--- src/rtl/ps2_pkg.sv ---
// ps2_pkg: shared constants and types for the PS/2 keyboard receiver.
//   PS2_FRAME_BITS      - bits per device-to-host frame (start, 8 data, parity, stop)
//   PS2_START/PS2_STOP  - required levels of the start and stop bits
//   PS2_FIFO_DEPTH_DEF  - default scan-code buffer depth
//   PS2_TIMEOUT_DEF     - default mid-frame idle timeout in clk cycles
//   ps2_code_t          - one scan-code byte
package ps2_pkg;

    localparam int unsigned PS2_FRAME_BITS     = 11;
    localparam logic        PS2_START          = 1'b0;
    localparam logic        PS2_STOP           = 1'b1;
    localparam int unsigned PS2_FIFO_DEPTH_DEF = 8;
    localparam int unsigned PS2_TIMEOUT_DEF    = 5000;

    typedef logic [7:0] ps2_code_t;

endpackage

--- src/rtl/ps2_keyboard_if.sv ---
// ps2_keyboard_if: scan-code delivery bus between the PS/2 receiver and its consumer.
//   nextdata_n - active-low pop request from the consumer
//   data       - scan code at the buffer head (show-ahead)
//   ready      - buffer non-empty
//   overflow   - sticky: a good frame was dropped because the buffer was full
//   frame_err  - one-cycle pulse on a rejected frame
// master: the receiver side; slave: the consumer side.
interface ps2_keyboard_if;
    import ps2_pkg::*;

    logic      nextdata_n;
    ps2_code_t data;
    logic      ready;
    logic      overflow;
    logic      frame_err;

    modport master (
        input  nextdata_n,
        output data,
        output ready,
        output overflow,
        output frame_err
    );

    modport slave (
        output nextdata_n,
        input  data,
        input  ready,
        input  overflow,
        input  frame_err
    );

endinterface

--- src/rtl/ps2_sync_fifo.sv ---
// ps2_sync_fifo: pointer-based synchronous FIFO of scan codes with show-ahead read.
//   i_clk    - clock, rising edge
//   i_clrn   - synchronous active-low reset (pointers to 0)
//   i_push   - write request; accepted when not full, or when full and a pop is accepted
//   i_wdata  - byte to write
//   i_pop    - read request; ignored while empty
//   o_rdata  - head entry (8'h00 while empty)
//   o_full   - all DEPTH entries occupied
//   o_empty  - no entries held
module ps2_sync_fifo
    import ps2_pkg::*;
#(
    parameter int unsigned DEPTH = PS2_FIFO_DEPTH_DEF
) (
    input  logic      i_clk,
    input  logic      i_clrn,
    input  logic      i_push,
    input  ps2_code_t i_wdata,
    input  logic      i_pop,
    output ps2_code_t o_rdata,
    output logic      o_full,
    output logic      o_empty
);

    localparam int unsigned AW = $clog2(DEPTH);

    // One extra pointer bit separates the full and empty cases when indices match.
    logic [AW:0]  r_wr_ptr;
    logic [AW:0]  r_rd_ptr;
    ps2_code_t    r_mem [DEPTH];

    logic [AW-1:0] w_wr_idx;
    logic [AW-1:0] w_rd_idx;
    logic          w_pop_ok;
    logic          w_push_ok;

    assign w_wr_idx = r_wr_ptr[AW-1:0];
    assign w_rd_idx = r_rd_ptr[AW-1:0];

    assign o_empty = (r_wr_ptr == r_rd_ptr);
    assign o_full  = (w_wr_idx == w_rd_idx) && (r_wr_ptr[AW] != r_rd_ptr[AW]);

    // A pop in the same cycle frees the slot the push lands in.
    assign w_pop_ok  = i_pop & ~o_empty;
    assign w_push_ok = i_push & (~o_full | w_pop_ok);

    assign o_rdata = o_empty ? '0 : r_mem[w_rd_idx];

    always_ff @(posedge i_clk) begin
        if (!i_clrn) begin
            r_wr_ptr <= '0;
            r_rd_ptr <= '0;
        end else begin
            if (w_push_ok) r_wr_ptr <= r_wr_ptr + 1'b1;
            if (w_pop_ok)  r_rd_ptr <= r_rd_ptr + 1'b1;
        end
    end

    always_ff @(posedge i_clk) begin
        if (w_push_ok) r_mem[w_wr_idx] <= i_wdata;
    end

endmodule

--- src/rtl/ps2_keyboard.sv ---
// ps2_keyboard: PS/2 device-to-host receiver feeding an 8-entry scan-code FIFO.
//   i_clk      - system clock, rising edge
//   i_clrn     - synchronous active-low reset
//   i_ps2_clk  - raw PS/2 clock pin (asynchronous)
//   i_ps2_data - raw PS/2 data pin (asynchronous)
//   io_kbd     - ps2_keyboard_if.master: nextdata_n in; data, ready, overflow, frame_err out
// Build option: define PS2_PARITY_CHECK_EN to make odd parity part of frame acceptance;
// otherwise only the start and stop bits are checked.
module ps2_keyboard
    import ps2_pkg::*;
#(
    parameter int unsigned FIFO_DEPTH     = PS2_FIFO_DEPTH_DEF,
    parameter int unsigned TIMEOUT_CYCLES = PS2_TIMEOUT_DEF
) (
    input  logic           i_clk,
    input  logic           i_clrn,
    input  logic           i_ps2_clk,
    input  logic           i_ps2_data,
    ps2_keyboard_if.master io_kbd
);

    localparam int unsigned TW       = $clog2(TIMEOUT_CYCLES + 1);
    localparam logic [3:0]  LAST_BIT = 4'(PS2_FRAME_BITS - 1);
    localparam logic [TW-1:0] TO_MAX = TW'(TIMEOUT_CYCLES);

    logic [2:0]    r_clk_sync;
    logic [1:0]    r_data_sync;
    logic [3:0]    r_cnt;
    logic [9:0]    r_buffer;      // the stop bit is checked live, never stored
    logic [TW-1:0] r_timeout;
    logic          r_frame_err;
    logic          r_overflow;

    logic      w_fall;
    logic      w_sample;
    logic      w_last;
    logic      w_start_ok;
    logic      w_stop_ok;
    logic      w_parity_ok;
    logic      w_good;
    logic      w_push;
    logic      w_pop;
    logic      w_full;
    logic      w_empty;
    ps2_code_t w_head;

    assign w_fall   = r_clk_sync[2] & ~r_clk_sync[1];
    assign w_sample = r_data_sync[1];
    assign w_last   = w_fall && (r_cnt == LAST_BIT);

    assign w_start_ok = (r_buffer[0] == PS2_START);
    assign w_stop_ok  = (w_sample == PS2_STOP);
`ifdef PS2_PARITY_CHECK_EN
    assign w_parity_ok = ^r_buffer[9:1];
`else
    logic w_unused_parity;
    assign w_unused_parity = r_buffer[9];
    assign w_parity_ok     = 1'b1;
`endif
    assign w_good = w_start_ok & w_stop_ok & w_parity_ok;
    assign w_push = w_last & w_good;
    assign w_pop  = ~io_kbd.nextdata_n & ~w_empty;

    always_ff @(posedge i_clk) begin
        if (!i_clrn) begin
            r_clk_sync  <= 3'b111;
            r_data_sync <= 2'b11;
            r_cnt       <= '0;
            r_buffer    <= '0;
            r_timeout   <= '0;
            r_frame_err <= 1'b0;
            r_overflow  <= 1'b0;
        end else begin
            r_clk_sync  <= {r_clk_sync[1:0], i_ps2_clk};
            r_data_sync <= {r_data_sync[0], i_ps2_data};
            r_frame_err <= w_last & ~w_good;

            // Full FIFO with no concurrent pop: the byte is lost.
            if (w_push && w_full && !w_pop) r_overflow <= 1'b1;

            if (w_fall) begin
                r_timeout <= '0;
                if (r_cnt == LAST_BIT) begin
                    r_cnt <= '0;
                end else begin
                    r_buffer[r_cnt] <= w_sample;
                    r_cnt           <= r_cnt + 4'd1;
                end
            end else if (r_cnt != 4'd0) begin
                // Abandon a stalled partial frame so the next one aligns.
                if (r_timeout == TO_MAX) begin
                    r_cnt     <= '0;
                    r_timeout <= '0;
                end else begin
                    r_timeout <= r_timeout + TW'(1);
                end
            end else begin
                r_timeout <= '0;
            end
        end
    end

    ps2_sync_fifo #(
        .DEPTH (FIFO_DEPTH)
    ) u_fifo (
        .i_clk   (i_clk),
        .i_clrn  (i_clrn),
        .i_push  (w_push),
        .i_wdata (r_buffer[8:1]),
        .i_pop   (w_pop),
        .o_rdata (w_head),
        .o_full  (w_full),
        .o_empty (w_empty)
    );

    assign io_kbd.data      = w_head;
    assign io_kbd.ready     = ~w_empty;
    assign io_kbd.overflow  = r_overflow;
    assign io_kbd.frame_err = r_frame_err;

endmodule

--- src/flat_wrapper.sv ---
// flat-port wrapper written by rule: the top's interface ports become plain ports
module ps2_keyboard_flat import ps2_pkg::*;
#(
    parameter int unsigned FIFO_DEPTH     = PS2_FIFO_DEPTH_DEF,
    parameter int unsigned TIMEOUT_CYCLES = PS2_TIMEOUT_DEF
)
  (i_clk, i_clrn, i_ps2_clk, i_ps2_data, io_kbd_nextdata_n, io_kbd_data, io_kbd_ready, io_kbd_overflow, io_kbd_frame_err);
  ps2_keyboard_if io_kbd_i ();
  input  logic i_clk;
  input  logic i_clrn;
  input  logic i_ps2_clk;
  input  logic i_ps2_data;
  input wire logic [$bits(io_kbd_i.nextdata_n)-1:0] io_kbd_nextdata_n;
  output wire logic [$bits(io_kbd_i.data)-1:0] io_kbd_data;
  output wire logic [$bits(io_kbd_i.ready)-1:0] io_kbd_ready;
  output wire logic [$bits(io_kbd_i.overflow)-1:0] io_kbd_overflow;
  output wire logic [$bits(io_kbd_i.frame_err)-1:0] io_kbd_frame_err;
  assign io_kbd_i.nextdata_n = io_kbd_nextdata_n;
  assign io_kbd_data = io_kbd_i.data;
  assign io_kbd_ready = io_kbd_i.ready;
  assign io_kbd_overflow = io_kbd_i.overflow;
  assign io_kbd_frame_err = io_kbd_i.frame_err;
  ps2_keyboard #(.FIFO_DEPTH(FIFO_DEPTH), .TIMEOUT_CYCLES(TIMEOUT_CYCLES)) u_core (.i_clk(i_clk), .i_clrn(i_clrn), .i_ps2_clk(i_ps2_clk), .i_ps2_data(i_ps2_data), .io_kbd(io_kbd_i));
endmodule
--- config.mk ---
export PLATFORM = sky130hd
export DESIGN_NAME = ps2_keyboard_flat
export DESIGN_NICKNAME = d
export VERILOG_FILES = /design/src/rtl/ps2_pkg.sv /design/src/rtl/ps2_keyboard_if.sv /design/src/rtl/ps2_sync_fifo.sv /design/src/rtl/ps2_keyboard.sv /design/src/flat_wrapper.sv
export SDC_FILE = /design/constraint.sdc
export NUM_CORES = 1
export LEC_CHECK = 0
export CAP_MARGIN = 20
export CORE_MARGIN = 2
export CORE_UTILIZATION = 50
export DETAILED_ROUTE_END_ITERATION = 6
export PLACE_DENSITY = 0.68
export SLEW_MARGIN = 20
export SYNTH_ARGS = -nofsm -noshare
export SYNTH_HDL_FRONTEND = slang
export SYNTH_SLANG_ARGS = --single-unit
--- constraint.sdc ---
create_clock -name i_clk -period 3.57 [get_ports i_clk]
set_input_delay 0.714 -clock i_clk [delete_from_list [all_inputs] [get_ports i_clk]]
set_output_delay 0.714 -clock i_clk [all_outputs]
set_load 0.02 [all_outputs]
==> qor.yml <==
routing:
  routed_via_density: 5.39
  avgRoutedWirePerCell_um: 16.0
  firstDrtPassIters: 5
  ant_nets: 0
  drc_errors: 0
  vias: 2492
  drt_iter0_markers: 209
  finalWirelength_mm: 7.40
synth:
  synthXorXnorAreaFrac_pct: 3.13
  syn_area_um2: 4480
  synthSimpleGateAreaFrac_pct: 14.9
  ys_top_cells_by_area: "edfxtp_1 43%, dfxtp_1 20%, mux4_2 8.0%"
  synth_top_cell_by_area: "edfxtp_1"
  synth_compound_area_share_pct: 3.91
  synthAdderAreaFrac_pct: 1.12
  synth_mux_area_share_pct: 11.6
  syn_inst: 336
  synth-seq-cells: 108
  seq_area_frac_synth_pct: 62.6
  avgSynthCellArea_um2: 13.3
  yosysTopAreaCellShare_pct: 42.9
  synth_top_family_by_area: "simple AND/OR/NAND/NOR gates"
  yosys.cell_types.count: 41
  synth_nets: 345
  yosys_warnings: 0
setup_path:
  path_class: "reg -> out"
  cp_max_fo: 16
  rr_startpoint: "u_core.r_cnt[1]"
  cp.arrival_ns: 2.36
  rrSetupSlack_ns: 1.17
  worstRegToRegCells: 4
  rr_endpoint: "u_core.u_fifo.r_mem[6][3]"
  start_kind: "flop"
  end_kind: "output port"
  critical_path_required_ns: 2.86
finish:
  multiInputGateArea_um2: 1560
  antenna_cells: 0
  drive_above_1_share_pct: 12.1
  num-nets-final: 358
  regArea_um2: 2800
  fin_area_um2: 4920
  final_common_cell: "edfxtp_1"
  fillers: 695
  syn2layout_area_growth_pct: 9.89
  final_cell_mix: "64 x edfxtp_1, 44 x dfxtp_1, 27 x nor2_1"
cts:
  post_cts_buffers: 0
  post_cts_resized: 0
  path_clk_slew_ns: 0.10
  cts_buffers: 9
  cts_tree: "built"
  worstSkewPairLatency_ns: 0.36
  clk_path_buf_depth: 2
  cts.sinks: 108
  hold_buffers: 0
  h-tree-depth: 3
  cts_root_buf: "clkbuf_8"
pwr:
  power.density_nw_per_um2: 424
  peakVddDrop_v: 0.000228
  leakage_nw: 1.54
  power_mw: 2.09
grt:
  grt_max_degree: 19
  antenna_found_initial: 0
  grt_first_pass_wirelength_mm: 12.4
  grt_pass1_vias: 2353
  groute.usage.overall_pct: 16.6
  grt-ovfl-total: 0
sta:
  setup_violations: 0
  slew_headroom_pct: 32.5
  drv_slew: 0
  hold_viol: 0
  finalCriticalPeriod_ns: 3.07
  fin_worst_skew_ns: 0.0100
  tightest_slew_ns: 0.998
  finalCritPeriodShare_pct: 86.0
  max_freq_mhz: 326
  rsz0062_at_grt: "no"
  setup_tns_ns: 0
die:
  rows: 34
  die_x_um: 98.7
  core_um2: 8720
  num_io_pins: 16
  die_h_um: 98.7
  initial_utilization_pct: 51.4
  dieArea_um2: 9730
min_path:
  hp-class: "reg -> reg"
  min_to: "u_core.r_data_sync[1]"
  worstHoldStart: "u_core.r_data_sync[0]"
  hold_depth: 1
status:
  status: "completed"
flow_run:
  cap_violations: 0
placed_design:
  gp_congestion: 0.752
  numPortBuffers: 15
  place_area_um2: 4730
  dpl.hpwl_mm: 4.98
state kept, by name, indices dropped and copies added (netlist names), named ones only:
signal and count:
u_core.r_data_sync 2, u_core.io_kbd.frame_err 1, u_core.r_clk_sync 3, u_core.io_kbd.overflow 1, u_core.u_fifo.r_rd_ptr 4, u_core.r_cnt 4, u_core.r_timeout 13, u_core.u_fifo.r_wr_ptr 4
u_core.r_buffer 9, u_core.u_fifo.r_mem 64
worst max-delay path by stage:
stage,from,endpoint
6_report,u_core.u_fifo.r_wr_ptr[1],io_kbd_data[2]
2_1_floorplan,u_core.r_cnt[0],u_core.u_fifo.r_mem[1][0]
4_1_cts,u_core.u_fifo.r_wr_ptr[1],io_kbd_data[2]
3_3_place_gp,u_core.u_fifo.r_wr_ptr[0],io_kbd_data[2]
5_1_grt,u_core.u_fifo.r_wr_ptr[2],io_kbd_data[2]
3_5_place_dp,u_core.u_fifo.r_wr_ptr[1],io_kbd_data[2]
layout make-up:
class / instances / share of cell area, %
Sequential cell: 108 / 56.9
Timing Repair Buffer: 22 / 4.12
Inverter: 8 / 0.610
Clock inverter: 7 / 1.50
Clock buffer: 9 / 2.52
Multi-Input combinational cell: 200 / 31.6
Tap cell: 108 / 2.74
through the flow:
stage,setup WS [ns],util (%),cells,hold WS [ns]
6_report,0.500,56.5,462,0.419
5_1_grt,0.269,56.5,462,0.435
4_1_cts,0.431,56.5,462,0.418
3_5_place_dp,0.846,54.2,446,0.395
3_3_place_gp,0.881,54.2,446,0.391
2_1_floorplan,1.04,-,336,0.386
per-layer routing:
layer / wire length [um] / up-vias / global-route usage [%]
met5: 0 / - / 0
met4: 93 / 0 / 6.95
met3: 232 / 8 / 3.19
met2: 3350 / 43 / 23.9
met1: 3720 / 1189 / 24.8
li1: - / 1252 / -
worst max-delay path, cell delays in order, from the launching register on:
cell and delay, ns:
dfxtp_1 0.53, xnor2_1 0.17, and4_1 0.61, nor2_1 0.12, clkdlybuf4s50_1 0.56
Yosys cell counts, drive strengths merged:
library cell   n
edfxtp        64
dfxtp         44
nor2          27
nand2         26
nand3         19
mux2i         16
mux4          16
xnor2         14
clkbuf        12
nor2b         11
a21boi        10
nand2b        10
buf            8
inv            8
nor3           5
ha             4
nand4          4
a211oi         3
a31oi          3
and3           3
and4b          3
o21ai          3
a21oi          2
and4           2
nor3b          2
nor4bb         2
o211ai         2
o31ai          2
or3            2
or4            2
xor2           2
and3b          1
and4bb         1
nor4           1
nor4b          1
or4b           1
report_power, final:
part / leakage, nW / internal [mW] / switching [mW]
clock network: 0.100 / 0.328 / 0.412
registers: 0.948 / 1.31 / 0.00519
logic: 0.494 / 0.0149 / 0.0177
kinds of logic after synthesis:
group	Yosys count
and+or+nand+nor	123
DFF	108
muxes	32
buffers and inverters	28
AOI/OAI and AO/OA	25
xor gates and xnor gates	16
adders and majority gates	4
(Power assumes the default switching activity.)
